===== config.mk =====
export PLATFORM = sky130hd
export DESIGN_NAME = vector_op_sequencer
export DESIGN_NICKNAME = d
export VERILOG_FILES = /design/src/rtl/vector_op_sequencer.sv
export SDC_FILE = /design/constraint.sdc
export NUM_CORES = 2
export LEC_CHECK = 0
export ABC_CLOCK_PERIOD_IN_PS = 4300
export BUFFER_PORTS_ARGS = -buffer_cell sky130_fd_sc_hd__buf_2
export CELL_PAD_IN_SITES_DETAIL_PLACEMENT = 0
export CELL_PAD_IN_SITES_GLOBAL_PLACEMENT = 1
export CORE_ASPECT_RATIO = 1.75
export CORE_MARGIN = 8
export CORE_UTILIZATION = 43
export DETAILED_ROUTE_END_ITERATION = 8
export PLACE_DENSITY_LB_ADDON = 0.05
export REMOVE_ABC_BUFFERS = 1
export SLEW_MARGIN = 10
export SYNTH_ARGS = -nofsm -noshare
export SYNTH_HDL_FRONTEND = slang
export SYNTH_SLANG_ARGS = --single-unit

===== constraint.sdc =====
create_clock -name clk -period 4.3 [get_ports clk]
set_input_delay 0.86 -clock clk [delete_from_list [all_inputs] [get_ports clk]]
set_output_delay 0.86 -clock clk [all_outputs]
set_load 0.01 [all_outputs]

===== src/rtl/vector_op_sequencer.sv =====
// ----------------------------------------------------------------------------
// vector_op_sequencer
//
// Breaks the multi-cycle vector ops VDOT and SMUL into a sequence of 16-bit
// lane transactions and issues them, one at a time, to a shared scalar lane
// unit over a req/ack handshake. The lane unit does all the arithmetic; this
// block only orders the transactions, collects lane results into a working
// buffer and publishes the final vector on a one-cycle done pulse.
// Opcodes other than VDOT/SMUL complete immediately with a zero result.
//
// Ports
//   clk       in   1        system clock, all state on the rising edge
//   rst_n     in   1        asynchronous active-low reset
//   start     in   1        request a new op, sampled only while idle
//   opcode    in   4        0001 = VDOT, 0010 = SMUL, anything else = no-op
//   op_1      in   VW       vector A (VDOT) / scalar in [WIDTH-1:0] (SMUL)
//   op_2      in   VW       vector B
//   busy      out  1        high whenever the sequencer is not idle
//   done      out  1        one-cycle pulse, result valid
//   result    out  VW       registered result, held until the next done
//   lane_req  out  1        lane transaction request
//   lane_op   out  1        0 = MUL, 1 = ADD
//   lane_a    out  WIDTH    lane operand a
//   lane_b    out  WIDTH    lane operand b
//   lane_ack  in   1        lane unit accepts and returns lane_res this cycle
//   lane_res  in   WIDTH    lane result, valid when lane_req & lane_ack
//
// Transaction order
//   VDOT: for each lane i (ascending) MUL(a_i, b_i) -> prod, then
//         ADD(acc, prod) -> acc. Result = {zeros, acc}.
//   SMUL: for each lane i (ascending) MUL(op_1[WIDTH-1:0], b_i) -> lane i.
//
// Every acked transaction is followed by exactly one idle GAP cycle before
// the next request; the ack of the final transaction goes straight to DONE.
// LANES must be a power of two so the lane index is a plain counter slice.
// ----------------------------------------------------------------------------
module vector_op_sequencer #(
   parameter int LANES = 16,
   parameter int WIDTH = 16
) (
   input  logic                   clk,
   input  logic                   rst_n,
   input  logic                   start,
   input  logic [3:0]             opcode,
   input  logic [LANES*WIDTH-1:0] op_1,
   input  logic [LANES*WIDTH-1:0] op_2,
   output logic                   busy,
   output logic                   done,
   output logic [LANES*WIDTH-1:0] result,
   output logic                   lane_req,
   output logic                   lane_op,
   output logic [WIDTH-1:0]       lane_a,
   output logic [WIDTH-1:0]       lane_b,
   input  logic                   lane_ack,
   input  logic [WIDTH-1:0]       lane_res
);

   localparam int VW = LANES * WIDTH;
   localparam int LW = $clog2(LANES);      // lane index width
   localparam int TW = LW + 1;             // transaction counter covers 2*LANES

   localparam logic [3:0] OPC_VDOT = 4'b0001;
   localparam logic [3:0] OPC_SMUL = 4'b0010;

   localparam logic LANE_MUL = 1'b0;
   localparam logic LANE_ADD = 1'b1;

   localparam logic [TW-1:0] LAST_VDOT = TW'(2 * LANES - 1);
   localparam logic [TW-1:0] LAST_SMUL = TW'(LANES - 1);

   typedef enum logic [1:0] {
      S_IDLE,
      S_REQ,
      S_GAP,
      S_DONE
   } state_t;

   typedef struct packed {
      logic             op;
      logic [WIDTH-1:0] a;
      logic [WIDTH-1:0] b;
   } lane_cmd_t;

   state_t           state;
   logic             vdot_q;      // latched op kind: 1 = VDOT, 0 = SMUL
   logic [VW-1:0]    vec_a;
   logic [VW-1:0]    vec_b;
   logic [VW-1:0]    work;        // working buffer; VDOT keeps acc in lane 0
   logic [VW-1:0]    work_next;
   logic [WIDTH-1:0] prod;        // VDOT product waiting for its ADD
   logic [TW-1:0]    txn;         // index of the current transaction

   logic             accept;      // current request is acknowledged
   logic             last_txn;
   logic [LW-1:0]    cur_lane;
   lane_cmd_t        cmd_first;
   lane_cmd_t        cmd_next;

   // -------------------------------------------------------------------------
   // Lane command for transaction t. For VDOT the even transactions are the
   // MULs of lane t/2 and the odd ones fold the pending product into acc.
   // -------------------------------------------------------------------------
   function automatic lane_cmd_t build_cmd(
      input logic             vdot,
      input logic [VW-1:0]    va,
      input logic [VW-1:0]    vb,
      input logic [TW-1:0]    t,
      input logic [WIDTH-1:0] acc,
      input logic [WIDTH-1:0] p
   );
      lane_cmd_t     c;
      logic [LW-1:0] li;
      li = vdot ? t[TW-1:1] : t[LW-1:0];
      c.op = LANE_MUL;
      c.a  = va[WIDTH*li +: WIDTH];
      c.b  = vb[WIDTH*li +: WIDTH];
      if (vdot) begin
         if (t[0]) begin
            c.op = LANE_ADD;
            c.a  = acc;
            c.b  = p;
         end
      end else begin
         c.a = va[WIDTH-1:0];   // SMUL scalar lives in element 0 of op_1
      end
      return c;
   endfunction

   assign accept   = (state == S_REQ) && lane_ack;
   assign last_txn = vdot_q ? (txn == LAST_VDOT) : (txn == LAST_SMUL);
   assign cur_lane = vdot_q ? txn[TW-1:1] : txn[LW-1:0];

   // First transaction is built straight from the ports, since the operand
   // registers are only being loaded on the same edge.
   assign cmd_first = build_cmd(opcode == OPC_VDOT, op_1, op_2, '0, '0, '0);
   assign cmd_next  = build_cmd(vdot_q, vec_a, vec_b, txn, work[WIDTH-1:0], prod);

   // -------------------------------------------------------------------------
   // Working buffer with this cycle's lane result merged in. The final result
   // is taken from here so the last transaction's value lands in result on
   // the same edge that raises done.
   // -------------------------------------------------------------------------
   always_comb begin
      // NOTE: default assignment first so every path assigns work_next and no latch is inferred.
      work_next = work;
      if (accept) begin
         if (vdot_q) begin
            if (txn[0]) begin
               work_next[WIDTH-1:0] = lane_res;
            end
         end else begin
            work_next[WIDTH*cur_lane +: WIDTH] = lane_res;
         end
      end
   end

   // -------------------------------------------------------------------------
   // Sequencer FSM with registered outputs.
   // -------------------------------------------------------------------------
   // NOTE: the operand and working buffers are plain flops, not a RAM, so they
   // share the async reset and every output is a clean 0 straight out of reset.
   always_ff @(posedge clk or negedge rst_n) begin
      if (!rst_n) begin
         state    <= S_IDLE;
         busy     <= 1'b0;
         done     <= 1'b0;
         result   <= '0;
         lane_req <= 1'b0;
         lane_op  <= 1'b0;
         lane_a   <= '0;
         lane_b   <= '0;
         vdot_q   <= 1'b0;
         vec_a    <= '0;
         vec_b    <= '0;
         work     <= '0;
         prod     <= '0;
         txn      <= '0;
      end else begin
         // NOTE: non-blocking assignments so every register samples the
         // pre-edge values, independent of statement order in this block.
         done <= 1'b0;

         case (state)
            S_IDLE: begin
               if (start) begin
                  vdot_q <= (opcode == OPC_VDOT);
                  vec_a  <= op_1;
                  vec_b  <= op_2;
                  work   <= '0;       // VDOT accumulator starts at zero
                  prod   <= '0;
                  txn    <= '0;
                  busy   <= 1'b1;
                  if (opcode == OPC_VDOT || opcode == OPC_SMUL) begin
                     state    <= S_REQ;
                     lane_req <= 1'b1;
                     lane_op  <= cmd_first.op;
                     lane_a   <= cmd_first.a;
                     lane_b   <= cmd_first.b;
                  end else begin
                     state  <= S_DONE;
                     done   <= 1'b1;
                     result <= '0;
                  end
               end
            end

            S_REQ: begin
               // Operands stay untouched here so they are stable while the
               // lane unit holds off its ack.
               if (lane_ack) begin
                  work     <= work_next;
                  lane_req <= 1'b0;
                  if (vdot_q && !txn[0]) begin
                     prod <= lane_res;
                  end
                  if (last_txn) begin
                     state  <= S_DONE;
                     done   <= 1'b1;
                     result <= work_next;
                     txn    <= '0;
                  end else begin
                     state <= S_GAP;
                     txn   <= txn + 1'b1;
                  end
               end
            end

            S_GAP: begin
               state    <= S_REQ;
               lane_req <= 1'b1;
               lane_op  <= cmd_next.op;
               lane_a   <= cmd_next.a;
               lane_b   <= cmd_next.b;
            end

            S_DONE: begin
               state <= S_IDLE;
               busy  <= 1'b0;
            end

            default: begin
               state    <= S_IDLE;
               busy     <= 1'b0;
               lane_req <= 1'b0;
            end
         endcase
      end
   end

endmodule


==> reports/metrics.csv <==
metric,value,unit
endpoint_kind,flop,
synth.avg_cell_area,8.926,um2
syn_area,52990,um2
required,4.92,ns
nets,7070,
r2r-start,vdot_q,
synth_seq_area_share,51.19,%
vdd_drop_max,0.0005972,V
maxCapViolations,0,
synth_edf_count,0,
viasPerCell,5.823,
syn_to_final_growth,17.63,%
fin_util,50.88,%
antenna_found_initial,42,
n_fill_cell,12003,
multi_input_area,23850,um2
yosys.cell_types.count,91,
hp-class,in2async,
cts.sink_count,1084,
yosysWarnings,0,
relSlewSlack,27.04,%
finalMaxSlewViolations,0,
drtIter0Drc,4595,
yosysTopAreaCell,dfrtp_1,
fp.coreArea,122500,um2
cts_made_buffers,105,
ys_dominant_reg_cell,dfrtp_1,
fmax,264.2,MHz
dr.pass1.iters,6,
grt.overflow.total,0,
synthTopCellsByArea,"dfrtp_1 (51%), nand2_1 (15%), mux2i_1 (5.6%)",
clock_skew,0.03005,ns
powerDensity,689.4,nW/um2
layout-drive-gt1-share,19.07,%
r2r_cells,7,
fp.dieH,480.4,um
drtAntennaViolNets,0,
final_common_cell,nand2_1,
die_w,281.4,um
dp_hpwl,153.2,mm
syn_inst,5937,
crit_path_start_kind,flop,
critPathMaxFanout,17,
grt_pass1_vias,47942,
drt_wl_total,217.4,mm
wire_per_inst,26.31,um
core.rowCount,170,
synth-async-reset-ratio,100.0,%
clk_latency,0.72,ns
status,finished clean,
regToRegSetupSlack,0.51,ns
postCtsSetupBuffers,0,
critical_path_arrival,4.41,ns
post-route-min-period,3.785,ns
yosysTopAreaCellShare,51.19,%
grtUsageTotal,31.21,%
power.leakage,29.65,nW
grt_pass1_wl,320.5,mm
cts_tree,built,
io_buffers,827,
ios,828,
holdBufCountCts,0,
num_vias,48113,
ys_ff_latch,1084,
regArea,27140,um2
drc,0,
path_class,reg2reg,
ctsHtreeMaxLevel,3,
hold_viol,0,
ctsLongestPathBuffers,3,
fin_tns_setup,0,ns
path_clk_slew,0.07,ns
finalCritPeriodShare,88.03,%
root_buffer,clkbuf_16,
layout_common_cells,"nand2_1 (2179), dfrtp_1 (1081), buf_2 (826), o21ai_0 (298), mux2i_1 (297)",
r2r_end,work[180],
initial_core_util,43.25,%
holdWs,0.1570,ns
post_cts.resized_instances,0,
tightest_slew,1.094,ns
rsz0062_at_grt,no,
fp.dieArea,135200,um2
grt_max_degree,178,
gp_congestion,0.8901,
setup_viol,0,
## final cells by class
| type | instances | area share (%) |
|---|---|---|
| sequential | 1084 | 43.54 |
| clock buffer | 145 | 4.813 |
| clock inverter | 44 | 0.7728 |
| tap | 1634 | 3.280 |
| multi-input combinational | 4326 | 38.26 |
| antenna | 23 | 0.09233 |
| inverter | 31 | 0.1947 |
| timing repair buffer | 976 | 9.053 |
## cells in the mapped netlist (29+ instances only)
library cell  instances
nand2_1            2181
dfrtp_1            1084
clkbuf_1            313
o21ai_0             300
mux2i_1             298
nand3_1             152
buf_2               140
o22ai_1             133
nor2_1              127
a22o_1              113
a21oi_1              91
a32oi_1              86
o211ai_1             76
a31oi_1              68
o2bb2ai_1            61
nor3_1               60
o31ai_1              50
a2bb2oi_1            46
nand4_1              46
a221o_1              45
a211oi_1             39
nand2b_1             34
inv_1                29
## metrics by stage
stage / instance area [um2] / instances / setup slack (ns) / power (W)
finish: 62330 / 8263 / 0.5148 / 0.04298
global route: 62290 / 8244 / 0.3081 / 0.04541
CTS: 62280 / 8240 / 0.5307 / 0.04308
detailed placement: 58790 / 8051 / 0.5547 / 0.03342
global placement: 58790 / 8051 / 0.7626 / 0.03309
floorplan: 50880 / 5441 / -12.51 / 0.02626
## state kept, by name, indices dropped and copies added (netlist names), 2 cells and up
register	count
result	256
vec_a	256
vec_b	256
work	256
lane_a	16
lane_b	16
prod	16
txn	5
state	2
## how the worst max path moves through the flow
stage	from	endpoint	slack, ns
after floorplan	state[1]	lane_b[14]	-12.51
after global placement	vdot_q	work[228]	0.76
after detailed placement	vdot_q	work[180]	0.55
after CTS	vdot_q	work[180]	0.53
after global routing	vdot_q	work[180]	0.31
final	vdot_q	work[180]	0.51
## layer usage
metal  vias to the layer above  track usage (%)  share of wire (%)
li1                      21821                -                  -
met1                     23849            41.33                 41
met2                      2051            49.88                 47
met3                       362            6.772                8.3
met4                        30            11.89                4.0
met5                         -                0              0.092
## critical path, cell delays in order (launching register included)
cell and delay [ns]:
dfrtp_4 0.56, mux2i_4 0.38, ha_1 0.61, xnor2_1 0.33, nand2_1 0.54, nor2_2 0.78
nand2_2 0.24, o2bb2ai_1 0.24
## where the power goes
part           internal [W]  total [W]  switching (W)
combinational       0.00566     0.0184         0.0128
clock               0.00535    0.00960        0.00424
sequential           0.0130     0.0150        0.00199
total                0.0240     0.0430         0.0190
## cells by family after synthesis
kind of cell / Yosys count / share of synthesized area, %
flip-flops: 1084 / 51.19
adder cells (fa/ha/maj): 10 / 0.2361
AO/OA/AOI/OAI: 1249 / 16.68
XOR/XNOR: 7 / 0.1299
AND/OR/NAND/NOR: 2727 / 21.02
multiplexers: 333 / 6.531
buffers and inverters: 527 / 4.212
Power figures use the tool's default switching activity.
